$ cat config.mk
export PLATFORM = sky130hd
export DESIGN_NAME = wb_rr_arbiter
export DESIGN_NICKNAME = d
export VERILOG_FILES = /design/src/rtl/wb_arb_pkg.sv /design/src/rtl/wb_arb_watchdog.sv /design/src/rtl/wb_rr_arbiter.sv
export SDC_FILE = /design/constraint.sdc
export NUM_CORES = 1
export LEC_CHECK = 0
export BUFFER_PORTS_ARGS = -buffer_cell sky130_fd_sc_hd__clkbuf_2
export CORE_AREA = 2 2 121 123
export CTS_CLUSTER_SIZE = 20
export DETAILED_ROUTE_END_ITERATION = 8
export DIE_AREA = 0 0 123 125
export GPL_TIMING_DRIVEN = 1
export PLACE_DENSITY = 0.5
export SYNTH_ARGS = -nofsm -noshare
export SYNTH_HDL_FRONTEND = slang
export SYNTH_SLANG_ARGS = --single-unit
$ cat constraint.sdc
create_clock -name clk_i -period 2.4 [get_ports clk_i]
set_input_delay 0.48 -clock clk_i [delete_from_list [all_inputs] [get_ports clk_i]]
set_output_delay 0.48 -clock clk_i [all_outputs]
set_load 0.01 [all_outputs]
$ cat src/rtl/wb_arb_pkg.sv
// Shared types and widths for the two-master round-robin Wishbone arbiter.
package wb_arb_pkg;

    localparam int WB_ADR_W = 32;
    localparam int WB_DAT_W = 32;
    localparam int WB_SEL_W = 4;

    typedef enum logic [1:0] {
        ARB_IDLE  = 2'd0,
        ARB_BUSY0 = 2'd1,
        ARB_BUSY1 = 2'd2
    } arb_state_t;

    // Everything a master drives towards the slave, bundled so the grant mux is one assignment.
    typedef struct packed {
        logic [WB_ADR_W-1:0] adr;
        logic [WB_DAT_W-1:0] dat;
        logic                we;
        logic [WB_SEL_W-1:0] sel;
        logic                cyc;
        logic                stb;
    } wb_req_t;

    function automatic arb_state_t busy_state(input logic idx);
        return idx ? ARB_BUSY1 : ARB_BUSY0;
    endfunction

endpackage

$ cat src/rtl/wb_arb_watchdog.sv
// Slave-acknowledge watchdog: pulses timeout for one cycle when a strobe waits
// TIMEOUT cycles without an ack.
module wb_arb_watchdog #(
    parameter int TIMEOUT = 255
) (
    input  logic clk_i,
    input  logic rst_i,
    input  logic clr,
    input  logic stb,
    input  logic ack,
    output logic timeout
);

    localparam logic [7:0] LIMIT = 8'(TIMEOUT - 1);

    logic [7:0] count;
    logic       expire;

    // An ack in the expiry cycle wins; an ownership change never expires.
    assign expire = stb && !ack && !clr && (count == LIMIT);

    // NOTE: state flops use non-blocking assignments so every flop samples pre-edge values.
    always_ff @(posedge clk_i or posedge rst_i) begin
        if (rst_i) begin
            count   <= '0;
            timeout <= 1'b0;
        end else begin
            timeout <= expire;
            if (clr || ack || !stb || expire) begin
                count <= '0;
            end else begin
                count <= count + 8'd1;
            end
        end
    end

endmodule

$ cat src/rtl/wb_rr_arbiter.sv
// Two-master, one-slave Wishbone arbiter: per-cycle round-robin grant, combinational
// routing to the slave, and a watchdog error back to the owning master.
module wb_rr_arbiter
    import wb_arb_pkg::*;
#(
    parameter int TIMEOUT = 255
) (
    input  logic                clk_i,
    input  logic                rst_i,

    input  logic [WB_ADR_W-1:0] m0_adr_i,
    input  logic [WB_DAT_W-1:0] m0_dat_i,
    input  logic                m0_we_i,
    input  logic [WB_SEL_W-1:0] m0_sel_i,
    input  logic                m0_cyc_i,
    input  logic                m0_stb_i,
    output logic [WB_DAT_W-1:0] m0_dat_o,
    output logic                m0_ack_o,
    output logic                m0_err_o,

    input  logic [WB_ADR_W-1:0] m1_adr_i,
    input  logic [WB_DAT_W-1:0] m1_dat_i,
    input  logic                m1_we_i,
    input  logic [WB_SEL_W-1:0] m1_sel_i,
    input  logic                m1_cyc_i,
    input  logic                m1_stb_i,
    output logic [WB_DAT_W-1:0] m1_dat_o,
    output logic                m1_ack_o,
    output logic                m1_err_o,

    output logic [WB_ADR_W-1:0] s_adr_o,
    output logic [WB_DAT_W-1:0] s_dat_o,
    output logic                s_we_o,
    output logic [WB_SEL_W-1:0] s_sel_o,
    output logic                s_cyc_o,
    output logic                s_stb_o,
    input  logic [WB_DAT_W-1:0] s_dat_i,
    input  logic                s_ack_i
);

    arb_state_t state;
    arb_state_t state_next;
    logic       last_r;
    wb_req_t    req0;
    wb_req_t    req1;
    wb_req_t    grant_req;
    logic       timeout;

    assign req0 = {m0_adr_i, m0_dat_i, m0_we_i, m0_sel_i, m0_cyc_i, m0_stb_i};
    assign req1 = {m1_adr_i, m1_dat_i, m1_we_i, m1_sel_i, m1_cyc_i, m1_stb_i};

    // State register; last_r records who was served when an owner lets go.
    always_ff @(posedge clk_i or posedge rst_i) begin
        if (rst_i) begin
            state  <= ARB_IDLE;
            last_r <= 1'b1;
        end else begin
            state <= state_next;
            if (state == ARB_BUSY0 && !m0_cyc_i) begin
                last_r <= 1'b0;
            end else if (state == ARB_BUSY1 && !m1_cyc_i) begin
                last_r <= 1'b1;
            end
        end
    end

    // NOTE: every always_comb output gets a default first so no path infers a latch.
    always_comb begin
        state_next = state;
        case (state)
            ARB_IDLE: begin
                if (m0_cyc_i && m1_cyc_i) begin
                    state_next = busy_state(!last_r);
                end else if (m0_cyc_i) begin
                    state_next = ARB_BUSY0;
                end else if (m1_cyc_i) begin
                    state_next = ARB_BUSY1;
                end
            end
            ARB_BUSY0: begin
                if (!m0_cyc_i) begin
                    state_next = m1_cyc_i ? ARB_BUSY1 : ARB_IDLE;
                end
            end
            ARB_BUSY1: begin
                if (!m1_cyc_i) begin
                    state_next = m0_cyc_i ? ARB_BUSY0 : ARB_IDLE;
                end
            end
            default: state_next = ARB_IDLE;
        endcase
    end

    always_comb begin
        grant_req = '0;
        m0_ack_o  = 1'b0;
        m1_ack_o  = 1'b0;
        case (state)
            ARB_BUSY0: begin
                grant_req = req0;
                m0_ack_o  = s_ack_i;
            end
            ARB_BUSY1: begin
                grant_req = req1;
                m1_ack_o  = s_ack_i;
            end
            default: ;
        endcase
    end

    assign s_adr_o  = grant_req.adr;
    assign s_dat_o  = grant_req.dat;
    assign s_we_o   = grant_req.we;
    assign s_sel_o  = grant_req.sel;
    assign s_cyc_o  = grant_req.cyc;
    assign s_stb_o  = grant_req.stb;

    assign m0_dat_o = s_dat_i;
    assign m1_dat_o = s_dat_i;

    wb_arb_watchdog #(
        .TIMEOUT (TIMEOUT)
    ) u_watchdog (
        .clk_i   (clk_i),
        .rst_i   (rst_i),
        .clr     (state_next != state),
        .stb     (s_stb_o),
        .ack     (s_ack_i),
        .timeout (timeout)
    );

    // A pulse never fires across an ownership change, so the current owner is the one that timed out.
    assign m0_err_o = timeout && (state == ARB_BUSY0);
    assign m1_err_o = timeout && (state == ARB_BUSY1);

endmodule

After elaboration in Yosys (flattened, before gate mapping)
Cells that the tools add are included.
- bits in writable memories: 0
- bits in latches: 0
- memory bits (read-only): 0
- bits of input ports: 177
- memories: 0
- register bits after elaboration: 12
- output and inout port bits: 139
- logic and storage cells: 42
- bitwise gates (word level): 0
- equality and inequality tests: 4
- reduce and logical (&&, ||, !) cells: 18
- div/mod/pow operators: 0
- $mul: 0
- shift-type cells: 0
- multiplexer cells: 15
- $lt $le $gt $ge: 0
- $add $sub $neg: 1
- operator list (operator ; number):
    case mux 71 bit (2 select lines) ; 1
    two-way mux 2 bit ; 7
    adder 8 x 1 -> 8 bit, second input constant ; 1
    == test 8 bit, second input constant ; 1
    logical AND 1 bit ; 8
    two-way mux 8 bit ; 1
    case mux 2 bit (3 select lines) ; 1
    logical NOT 1 bit ; 5
    two-way mux 1 bit ; 5
    logical OR 1 bit ; 3
    == test 2 x 1 -> 1 bit, second input constant ; 1
    == test 2 bit, second input constant ; 1
    logical NOT 2 bit ; 1
    inequality test 2 bit ; 1
    nonzero test 2 bit ; 1

Depth between registers and ports, before layout
Gate-level depths: netlist of the first run.
- depth after elaboration: 10
- gate-level depth with buffers: 8
- depth with buffers taken out: 7

Cells and area by module
Synthesis of the first run repeated with hierarchy kept, for this count alone.
- cell total of the unflattened synthesis: 322
- area total of the unflattened synthesis: 2346.0 sq um
- by module, submodules not included (module ; instances ; area each (sq um) ; sequential area each (sq um) ; cells each):
    wb_rr_arbiter ; 1 ; 1884.3 ; 76.3 ; 274
    wb_arb_watchdog ; 1 ; 461.7 ; 225.2 ; 48

Worst setup path before layout of the first run
OpenSTA, ideal clock, no wires.
- path kind: register -> register
- start point: reg state[1]
- end point: reg u_watchdog.count[2]
- buffers on the path: 0
- setup slack: 0.428 ns
- required time: 2.299 ns
- data arrival time: 1.871 ns
- stages on the path, launching flop included: 7
- setup time: 0.101 ns
- clock period less this slack: 1.972 ns
- cells stage by stage: dfrtp_1 > inv_1 > ha_1 > nor2b_1 > nand3_1 > mux2_4 > nor4_1
- elaborated cells on any way between the ends: 20
- classes of those cells: eq/ne: 3; mux: 8; reduce/logical: 9
- RTL lines (element ; RTL line ; RTL):
    from (decl) ; wb_rr_arbiter.sv:41 ; arb_state_t state;
    from (signal assigned) ; wb_rr_arbiter.sv:58 ; state <= state_next;
    == test 2 bit or == test 2 x 1 -> 1 bit (tied branches) ; wb_rr_arbiter.sv:98 ; case (state)
    case mux 71 bit (2 select lines) (*) ; wb_rr_arbiter.sv:98 ;
    via s_stb_o ; wb_rr_arbiter.sv:36 ; output logic s_stb_o,
    logical AND 1 bit (3 in series) ; wb_arb_watchdog.sv:20 ; assign expire = stb && !ack && !clr && (count == LIMIT);
    logical OR 1 bit (*) ; wb_arb_watchdog.sv:29 ; if (clr || ack || !stb || expire) begin
    two-way mux 8 bit (*) ; wb_arb_watchdog.sv:29 ;
    to (signal assigned) ; wb_arb_watchdog.sv:32 ; count <= count + 8'd1;
    to (decl) ; wb_arb_watchdog.sv:16 ; logic [7:0] count;
The timed path passes the listed nets; every way through them passes the cells marked *.
A chain may end at the register's enable or synchronous reset.

Worst setup path in the final report of the first run
- start point: reg state[0]
- end point: out s_dat_o[27]
- word-level cells in the longest chain between the ends: 2
- elaborated cells on any way between the ends: 3
- classes of those cells: eq/ne: 2; mux: 1
- ends and longest elaborated chain (element ; RTL line ; RTL):
    == test 2 bit or == test 2 x 1 -> 1 bit (tied branches) ; wb_rr_arbiter.sv:98 ;
    case mux 71 bit (2 select lines) (*) ; wb_rr_arbiter.sv:98 ;
    to (decl) ; wb_rr_arbiter.sv:32 ; output logic [WB_DAT_W-1:0] s_dat_o,
Mark *: on every way between the ends. The rest lies on a longest branch, timed or not.

==> results.py, run 1 <==
metrics = {
    "outcome": {
        "status": "finished, final reports clean",
    },
    "route": {
        "ant_nets": 0,
        "wl_per_cell_microns": 13.3,
        "drt_iter0_markers": 93,
        "vias_per_cell": 4.25,
        "drc": 0,
        "dr.pass1.iters": 4,
        "routed_wl_microns": 8400,
        "vias": 2682,
    },
    "finish": {
        "layout-drive-gt1-share_pct": 53.2,
        "instances_no_fill": 631,
        "antenna_cells": 0,
        "fillers": 1584,
        "final_area_sq_um": 3200,
        "final_nets": 631,
        "multiInputGateArea_sq_um": 1410,
        "syn_to_final_growth_pct": 39.0,
        "area.sequential_sq_um": 303,
    },
    "critical_path": {
        "critPathMaxStageDelay_ps": 430,
        "timing.rr.end": "u_watchdog.count[2]",
        "cp.arrival_ps": 1810,
        "crit_family": "buffers and inverters",
        "rrSetupSlack_ps": 190,
        "cp_max_fo": 34,
        "crit_chain": "inv_1, ha_2, buf_6, a22oi_1, nor2b_1, clkbuf_2",
        "reg2reg_depth": 7,
        "end_kind": "output pin",
        "cp-start-kind": "flop",
        "path_class": "flop to output pin",
        "worstPathRequired_ps": 1920,
        "worst_path_max_delay_cell": "dfrtp_1",
        "reg2reg_from": "state[0]",
        "path_buf_inv": 3,
    },
    "grt": {
        "use_met2_pct": 19.1,
        "grt_usage_pct": 9.91,
        "met3_usage_pct": 2.28,
        "top_usage_layer": "met2",
        "grt_pass1_wl_microns": 12400,
        "grt_max_degree": 39,
        "antenna_found_initial": 0,
        "grt_pass1_vias": 2626,
        "overflow": 0,
        "grtUsageMet1_pct": 10.6,
    },
    "synthesis": {
        "synth.distinct_cells": 34,
        "synth_top_area_share_pct": 22.8,
        "ys_seq_elements": 12,
        "synth_common_cells": "71 x nor2b_1, 70 x a22oi_1, 65 x buf_4",
        "synth_area_sq_um": 2310,
        "synth_edf_count": 0,
        "yosys_warnings": 0,
        "synth_fp_nets": 489,
        "synth_top_area_cell": "a22oi_1",
        "synth_most_common_cell": "nor2b_1",
        "syn_inst": 306,
        "synthArstFlopShare_pct": 100,
        "synth.top_cells.by_area": "a22oi_1 23%, buf_4 21%, nor2b_1 19%",
        "synth_ff_type": "dfrtp_1",
        "syn-mean-instance-area_sq_um": 7.54,
        "ys_seq_area_share_pct": 13.1,
    },
    "clock_tree": {
        "cts_hold_buffers": 0,
        "cts_max_level": 1,
        "cts_root_buf": "clkbuf_16",
        "postCtsSetupBuffers": 0,
        "clk_latency_ps": 240,
        "path_clk_slew_ps": 40,
        "cts_buffers": 3,
        "cts_tree": "yes",
        "clockBufferDepth": 2,
        "cts_num_sinks": 12,
    },
    "job": {
        "max-cap-violations": 0,
    },
    "timing": {
        "finalCritPeriodShare_pct": 95.6,
        "max_freq_ghz": 0.436,
        "slew_viol_final": 0,
        "period_needed_ps": 2290,
        "fin_tns_setup_ps": 0,
        "setup_viol": 0,
        "rsz0062_at_grt": "true",
        "finClkSkew_ps": 1.11,
        "worst_pin_slew_ps": 767,
        "hold_violations": 0,
        "hold_slack_ps": 233,
        "max_slew_margin_pct": 48.8,
    },
    "pwr": {
        "pwr-share-comb_pct": 81.2,
        "p_int_mw": 1.60,
        "p_seq_share_pct": 8.9,
        "power_density_nw_per_um2": 963,
        "design_power_total_mw": 3.09,
        "net-switching-power_mw": 1.48,
        "irDropWorstVdd_mv": 0.386,
        "clkPwrFrac_pct": 9.9,
        "swShare_pct": 48.0,
        "power_leakage_nw": 1.56,
    },
    "floorplan": {
        "pin_count": 316,
        "start_util_pct": 16.2,
        "die_h_microns": 125,
        "die-area_sq_um": 15400,
        "die_w_microns": 123,
        "rows": 44,
        "core_sq_um": 14200,
    },
    "hold_path": {
        "min_path_type": "input pin to async pin",
    },
    "placement": {
        "place.gp.congestion": 0.712,
        "detailed_place_hpwl_microns": 6930,
        "post-place-cells": 627,
        "io_buffer_count": 219,
        "place_area_sq_um": 3100,
    },
}
==> worst reg2reg max path: cells and delay by family, from the launching register on <==
| family | cells | cell delay, ps |
|---|---|---|
| AND/OR/NAND/NOR | 1 | 130 |
| adder cells (fa/ha/maj) | 1 | 250 |
| flip-flops | 1 | 430 |
| buffers and inverters | 2 | 250 |
| AO/OA/AOI/OAI | 3 | 980 |
==> per-stage QoR <==
stage          util, %  worst slack [ps]
2_1_floorplan        -               428
5_1_grt           22.6             -14.0
6_report          22.6               105
4_1_cts           22.4              17.8
3_3_place_gp      21.8               325
3_5_place_dp      21.8               240
==> cells by family (layout without fill, tap and decap cells) <==
| family | count (synthesis) | in the layout | synth area share (%) |
|---|---|---|---|
| xor+xnor | 6 | 6 | 2.28 |
| fa+ha+maj | 6 | 6 | 3.26 |
| mux | 2 | 2 | 1.09 |
| flops | 12 | 12 | 13.1 |
| simple gates | 104 | 104 | 27.0 |
| buf+inv | 94 | 235 | 26.3 |
| compound gates | 82 | 82 | 27.1 |
==> worst max-delay path by stage <==
stage               startpoint             endpoint  slack (ps)  cells after the start
detailed placement    state[0]  u_watchdog.count[2]         240                      7
global placement      state[0]          s_dat_o[27]         330                      6
global route          state[0]          s_dat_o[27]         -10                      6
CTS                   state[1]          s_dat_o[27]          20                      6
finish                state[0]          s_dat_o[27]         110                      6
floorplan             state[1]  u_watchdog.count[2]         430                      6
==> registers in the layout (all words and copies together), names as in the netlist <==
signal,cells
last_r,1
state,2
u_watchdog.count,8
u_watchdog.timeout,1
==> routing by layer <==
layer  part of all wire, %  wire length, microns  up-vias
met5                     0                     0        -
met4                   2.0                   170        0
met3                   9.8                   826       28
met2                    51                  4250      136
met1                    37                  3150     1217
li1                      -                     -     1301
==> power groups by stage <==
stage / logic, mW / registers (mW) / clock network [mW]
after floorplan: 1.76 / 0.266 / 0
after global placement: 2.43 / 0.272 / 0
after detailed placement: 2.49 / 0.275 / 0
after CTS: 2.50 / 0.272 / 0.313
after global routing: 2.77 / 0.278 / 0.324
final: 2.51 / 0.274 / 0.306
==> area by class of cell <==
class | count | area share (%)
inverters | 6 | 0.703
repair buffers | 225 | 36.3
flip-flops and latches | 12 | 9.45
well taps | 184 | 7.18
clock buffers | 4 | 2.46
multi-input cells | 200 | 43.9
==> layout by cell type, fill, tap and decap left out <==
cell and n:
dfrtp_2 1, a21boi_0 1, nor2b_1 71, xor2_1 3
nor4_2 1, nand2b_1 1, and3_1 2, nor4_1 8
nand2_1 6, clkbuf_16 3, a211o_2 1, nor2_1 4
mux2_4 1, mux2i_1 1, a21boi_1 1, dfstp_2 1
o21ai_1 1, o22ai_1 1, a22oi_1 70, a21oi_1 2
dfrtp_1 10, and2_1 3, buf_6 6, a32o_2 1
xnor2_1 3, nand3_1 8, ha_1 3, clkbuf_1 1
inv_1 6, ha_2 3, clkbuf_2 219, o21a_1 1
o21ba_1 1, o21bai_1 1, o311ai_2 1
==> repair_timing <==
item                                    in CTS  in global routing
resized for setup                            1                  6
endpoints found under the setup margin       1                 70
pin swaps                                    0                  0
(Power assumes the default switching activity.)
==> run 2: changes to the inputs <==
CORE_AREA = 2 2 122 124   (was 2 2 121 123)
CTS_BUF_LIST = sky130_fd_sc_hd__clkbuf_2   (was default)
DIE_AREA = 0 0 124 126   (was 0 0 123 125)
RECOVER_POWER = 25   (was default)
SYNTH_HIERARCHICAL = 1   (was default)
==> run 2 against run 1 <==
Against the previous run:
- the flow now finishes with violations (negative setup slack)
- register-to-register slack got worse by 430 ps
- die area grew 1.6%
- hold slack better by 330 ps
- non-clock buffer count grew 19
- sequential power hardly changed
- fmax down 13%
- wire length rose by 23%
- global-route usage rose by 2.0 points
- highest routed layer unchanged
==> results.py, run 2 <==
metrics = {
    "finish": {
        "final_common_cell": "clkbuf_2",
        "largest_register_ffs": 8,
        "final_nets": 665,
        "final_cell_mix": "221 x clkbuf_2, 71 x a22oi_1, 70 x nor2b_1",
        "syn_to_final_growth_pct": 49.0,
        "regMostFlops": "u_watchdog/count",
        "fillers": 1613,
        "layout-drive-gt1-share_pct": 55.3,
        "reg_top3": "u_watchdog/count (8), state (2)",
        "antenna_cells": 0,
    },
    "pwr": {
        "power_density_nw_per_um2": 989,
        "pwr-share-comb_pct": 88.6,
        "power_leakage_nw": 1.68,
        "clkPwrFrac_pct": 3.6,
        "p_seq_share_pct": 7.9,
        "p_int_mw": 1.74,
        "irDropWorstVdd_mv": 0.307,
        "design_power_total_mw": 3.46,
        "swShare_pct": 49.6,
        "net-switching-power_mw": 1.71,
    },
    "critical_path": {
        "path_buf_inv": 1,
        "reg2reg_depth": 9,
        "crit_family": "simple AND/OR/NAND/NOR gates",
        "crit_chain": "inv_2, ha_4, and3b_1, a31oi_4, a211oi_2, or4b_4, or3b_4, o311ai_2, a31oi_1",
        "cp_max_fo": 7,
        "worstPathRequired_ps": 2580,
        "cp.depth": 9,
        "worst_path_max_delay_cell": "or4b_4",
        "critPathMaxStageDelay_ps": 510,
        "path_class": "flop to flop",
        "cp.arrival_ps": 2830,
        "cp-start-kind": "flop",
        "end_kind": "flop",
    },
    "clock_tree": {
        "path_clk_slew_ps": 160,
        "cts_max_level": 1,
        "cts_num_sinks": 12,
        "clk_latency_ps": 310,
        "cts_root_buf": "clkbuf_2",
        "cts_buffers": 3,
        "cts_tree": "yes",
        "clockBufferDepth": 2,
    },
    "timing": {
        "setup_ws_ps": -242,
        "setup_viol": 11,
        "hold_slack_ps": 559,
        "period_needed_ps": 2640,
        "hold_violations": 0,
        "rsz0062_at_grt": "true",
        "worst_pin_slew_ps": 369,
        "max_slew_margin_pct": 74.8,
        "finalCritPeriodShare_pct": 110,
        "slew_viol_final": 0,
        "max_freq_ghz": 0.378,
        "finClkSkew_ps": 20.6,
    },
    "synthesis": {
        "synthArstFlopShare_pct": 100,
        "synth_ff_type": "dfrtp_1",
        "ys_seq_area_share_pct": 12.9,
        "synth.top_cells.by_area": "a22oi_1 23%, buf_4 20%, nor2b_1 19%",
        "synth_top_area_share_pct": 22.7,
        "synth_area_sq_um": 2350,
        "synth_edf_count": 0,
        "synth.distinct_cells": 39,
        "syn-mean-instance-area_sq_um": 7.29,
        "syn_inst": 322,
        "synth_most_common_cell": "nor2b_1",
        "synth_top_area_cell": "a22oi_1",
        "ys_seq_elements": 12,
        "synth_common_cells": "72 x nor2b_1, 71 x a22oi_1, 64 x buf_4",
        "yosys_warnings": 6,
        "synth_fp_nets": 505,
    },
    "placement": {
        "io_buffer_count": 219,
        "pre_cts_ws_ps": -246,
        "detailed_place_hpwl_microns": 8220,
        "place.gp.congestion": 0.816,
    },
    "outcome": {
        "status": "finished with violations",
        "violations": "negative setup slack",
    },
    "grt": {
        "antenna_found_initial": 0,
        "grt_pass1_vias": 2781,
        "grt_usage_pct": 11.9,
        "grt_max_degree": 60,
        "overflow": 0,
        "grt_pass1_wl_microns": 14600,
    },
    "floorplan": {
        "die_w_microns": 124,
        "die-area_sq_um": 15600,
        "die_h_microns": 126,
        "pin_count": 316,
        "core_sq_um": 14300,
        "rows": 44,
        "start_util_pct": 16.4,
    },
    "route": {
        "wl_per_cell_microns": 15.5,
        "dr.pass1.iters": 4,
        "routed_wl_microns": 10300,
        "drt_iter0_markers": 94,
        "vias_per_cell": 4.42,
        "ant_nets": 0,
        "drc": 0,
        "vias": 2942,
    },
    "job": {
        "max-cap-violations": 0,
    },
    "hold_path": {
        "min_path_type": "input pin to async pin",
    },
}
-- run 2: repair_timing --
action                                  CTS  global route
pin swaps                                 5             4
gates cloned                              1             1
endpoints found under the setup margin   67            67
hold buffers                              0             1
endpoints found under the hold margin     0             2
resized for setup                        12            12
buffers inserted                          1             5
-- run 2: path summary, 6_finish.rpt --
check / startpoint / to / slack, ps
setup / recovery: state[1] / u_watchdog/count[4] / -240
hold / removal: rst_i / state[0] / 560
setup reg to reg: state[1] / u_watchdog/count[4] / -240
hold reg to reg: u_watchdog/count[0] / u_watchdog/count[0] / 560
max in group asynchronous: rst_i / u_watchdog/count[4] / 1470
min in group clk_i: s_ack_i / u_watchdog/count[7] / 560
-- run 2: cell families after synthesis --
group / count (synthesis) / share of synthesized area [%]
compound gates: 94 / 29.4
simple gates: 109 / 27.6
flops: 12 / 12.9
xor+xnor: 2 / 0.747
buf+inv: 99 / 26.2
fa+ha+maj: 6 / 3.20
-- run 2: cell type report --
| cell class | instances | area [sq um] | area share [%] |
|---|---|---|---|
| inverters | 10 | 40.0 | 1.15 |
| repair buffers | 244 | 1380 | 39.5 |
| flip-flops and latches | 12 | 303 | 8.66 |
| multi-input cells | 211 | 1520 | 43.5 |
| well taps | 184 | 230 | 6.59 |
| clock inverters | 1 | 3.75 | 0.107 |
| clock buffers | 3 | 15.0 | 0.430 |
-- run 2: routing by layer --
layer	wire length [microns]	vias to the layer above	GRT usage, %	part of all wire [%]
li1	-	1391	-	-
met1	4130	1359	15.4	40
met2	5100	162	20.5	50
met3	881	30	2.31	8.6
met4	174	0	2.18	1.7
met5	0	-	0	0
-- run 2: worst register-to-register path: stages (launching register included) --
cell and delay [ps]:
dfrtp_1 450, inv_2 100, ha_4 170, and3b_1 200, a31oi_4 180, a211oi_2 100
or4b_4 510, or3b_4 430, o311ai_2 260, a31oi_1 110
-- run 2: through the flow --
stage	setup TNS (ps)	area [sq um]	instances	util (%)
final	-1490	3490	665	24.4
after global routing	-5710	3490	665	24.4
after CTS	-6260	3380	658	23.6
after detailed placement	-1310	3270	652	22.8
after global placement	-1010	3270	652	22.8
after floorplan	-218	2380	322	-
-- run 2: power by group through the flow --
stage	clock [mW]	combinational, mW	sequential [mW]
CTS	0.126	2.93	0.266
finish	0.123	3.06	0.273
floorplan	0	1.76	0.275
detailed placement	0	2.73	0.272
global route	0.140	3.37	0.278
global placement	0	2.69	0.268
==> run 3: changes to the inputs <==
CAP_MARGIN = 20   (was default)
CORE_AREA = 2 2 121 123   (was 2 2 122 124)
DIE_AREA = 0 0 123 125   (was 0 0 124 126)
SYNTH_HIERARCHICAL = default   (was 1)
==> run 3 against run 2 <==
Against the previous run:
- the flow now finishes without violations
- sequential power down 2%
- cell count down 4.8%
- final area down 8.0%
- critical path depth down 4
- wire length down 18%
- setup slack better by 400 ps
- first-iteration DRC count down 6.4%
- hold slack worse by 370 ps
- sequential share of layout area up 0.79 points
- clock power down 11%
- critical endpoint is now s_adr_o[20]
==> results.py, run 3 (synthesized netlist as in run 1, its figures left out) <==
metrics = {
    "clock_tree": {
        "cts_buffers": 3,
        "clk_latency_ps": 260,
        "clockBufferDepth": 2,
        "cts_max_level": 1,
        "cts_root_buf": "clkbuf_2",
        "cts_num_sinks": 12,
        "cts_tree": "yes",
        "path_clk_slew_ps": 120,
        "cts_hold_buffers": 0,
    },
    "placement": {
        "post-place-cells": 627,
        "io_buffer_count": 219,
        "place_area_sq_um": 3100,
        "pre_cts_ws_ps": 240,
        "place.gp.congestion": 0.712,
        "detailed_place_hpwl_microns": 6930,
    },
    "timing": {
        "finClkSkew_ps": 0.932,
        "setup_ws_ps": 154,
        "max_freq_ghz": 0.445,
        "slew_viol_final": 0,
        "setup_viol": 0,
        "worst_pin_slew_ps": 748,
        "finalCritPeriodShare_pct": 93.6,
        "max_slew_margin_pct": 50.1,
        "hold_violations": 0,
        "rsz0062_at_grt": "false",
        "period_needed_ps": 2250,
        "fin_tns_setup_ps": 0,
    },
    "finish": {
        "final_nets": 633,
        "syn_to_final_growth_pct": 39.4,
        "layout-drive-gt1-share_pct": 53.9,
        "antenna_cells": 0,
        "final_cell_mix": "223 x clkbuf_2, 71 x nor2b_1, 70 x a22oi_1",
        "final_common_cell": "clkbuf_2",
        "multiInputGateArea_sq_um": 1420,
        "area.sequential_sq_um": 304,
        "instances_no_fill": 633,
        "largest_register_ffs": 8,
        "final_area_sq_um": 3210,
        "reg_top3": "u_watchdog.count (8), state (2)",
        "fillers": 1580,
        "regMostFlops": "u_watchdog.count",
    },
    "critical_path": {
        "cp-start-kind": "flop",
        "end_kind": "output pin",
        "worstPathRequired_ps": 1920,
        "worst_path_max_delay_cell": "dfrtp_2",
        "cp.arrival_ps": 1770,
        "path_class": "flop to output pin",
        "crit_chain": "inv_1, ha_2, buf_8, nor2b_1, clkbuf_2",
        "cp_max_fo": 36,
        "critPathMaxStageDelay_ps": 430,
    },
    "floorplan": {
        "core_sq_um": 14200,
        "die_w_microns": 123,
        "start_util_pct": 16.2,
        "pin_count": 316,
        "rows": 44,
        "die-area_sq_um": 15400,
        "die_h_microns": 125,
    },
    "grt": {
        "grt_pass1_wl_microns": 12300,
        "overflow": 0,
        "grt_usage_pct": 9.90,
        "antenna_found_initial": 0,
        "grt_pass1_vias": 2606,
        "grt_max_degree": 39,
    },
    "hold_path": {
        "min_path_type": "input pin to async pin",
    },
    "route": {
        "drc": 0,
        "dr.pass1.iters": 4,
        "drt_iter0_markers": 88,
        "vias_per_cell": 4.27,
        "ant_nets": 0,
        "wl_per_cell_microns": 13.3,
        "vias": 2700,
        "routed_wl_microns": 8390,
    },
    "pwr": {
        "power_density_nw_per_um2": 942,
        "irDropWorstVdd_mv": 0.413,
        "power_leakage_nw": 1.56,
        "design_power_total_mw": 3.03,
    },
    "job": {
        "max-cap-violations": 0,
    },
    "outcome": {
        "status": "finished, final reports clean",
    },
}
run 3: metal layers:
layer  vias to the layer above  share of wire, %  track usage, %
met5                         -                 0               0
met4                         0               2.1            2.67
met3                        28               9.3            2.42
met2                       134                50            18.9
met1                      1235                38            10.6
li1                       1303                 -               -
run 3: critical path, delay by kind of cell (launching register included):
family / cells / cell delay (ps)
buf+inv: 3 / 480
flops: 1 / 430
fa+ha+maj: 1 / 400
simple gates: 1 / 170
run 3: power breakdown:
group	internal (mW)	leakage (nW)	switching, mW
Clock	0.0442	0.0166	0.0651
Combinational	1.26	1.39	1.39
Sequential	0.237	0.159	0.0303
run 3: worst paths after layout:
kind                           from                   to  slack [ps]  cells after the start
setup / recovery           state[0]          s_adr_o[20]         150                      5
max in group asynchronous     rst_i               last_r        1870                      2
min in group clk_i         m0_cyc_i             state[1]         530                      3
setup reg to reg           state[0]  u_watchdog.count[2]         210                      7
hold reg to reg              last_r               last_r         550                      1
hold / removal                rst_i  u_watchdog.count[7]         190                      2
run 3: repair_timing:
action / in CTS / in global routing
pin swaps: 0 / 0
buffers inserted: 0 / 2
resized for setup: 6 / 13
endpoints found under the hold margin: 0 / 0
endpoints found under the setup margin: 44 / 70
run 3: stage by stage:
stage               hold WS, ps  util [%]
global placement            499      21.8
global route                197      22.6
finish                      194      22.6
floorplan                   344         -
detailed placement          506      21.8
CTS                         194      22.1
run 3: cell type report:
| class | count | area share (%) |
|---|---|---|
| inverter | 6 | 0.701 |
| timing repair buffer | 227 | 38.0 |
| sequential | 12 | 9.46 |
| tap | 184 | 7.16 |
| clock buffer | 4 | 0.623 |
| multi-input combinational | 200 | 44.1 |
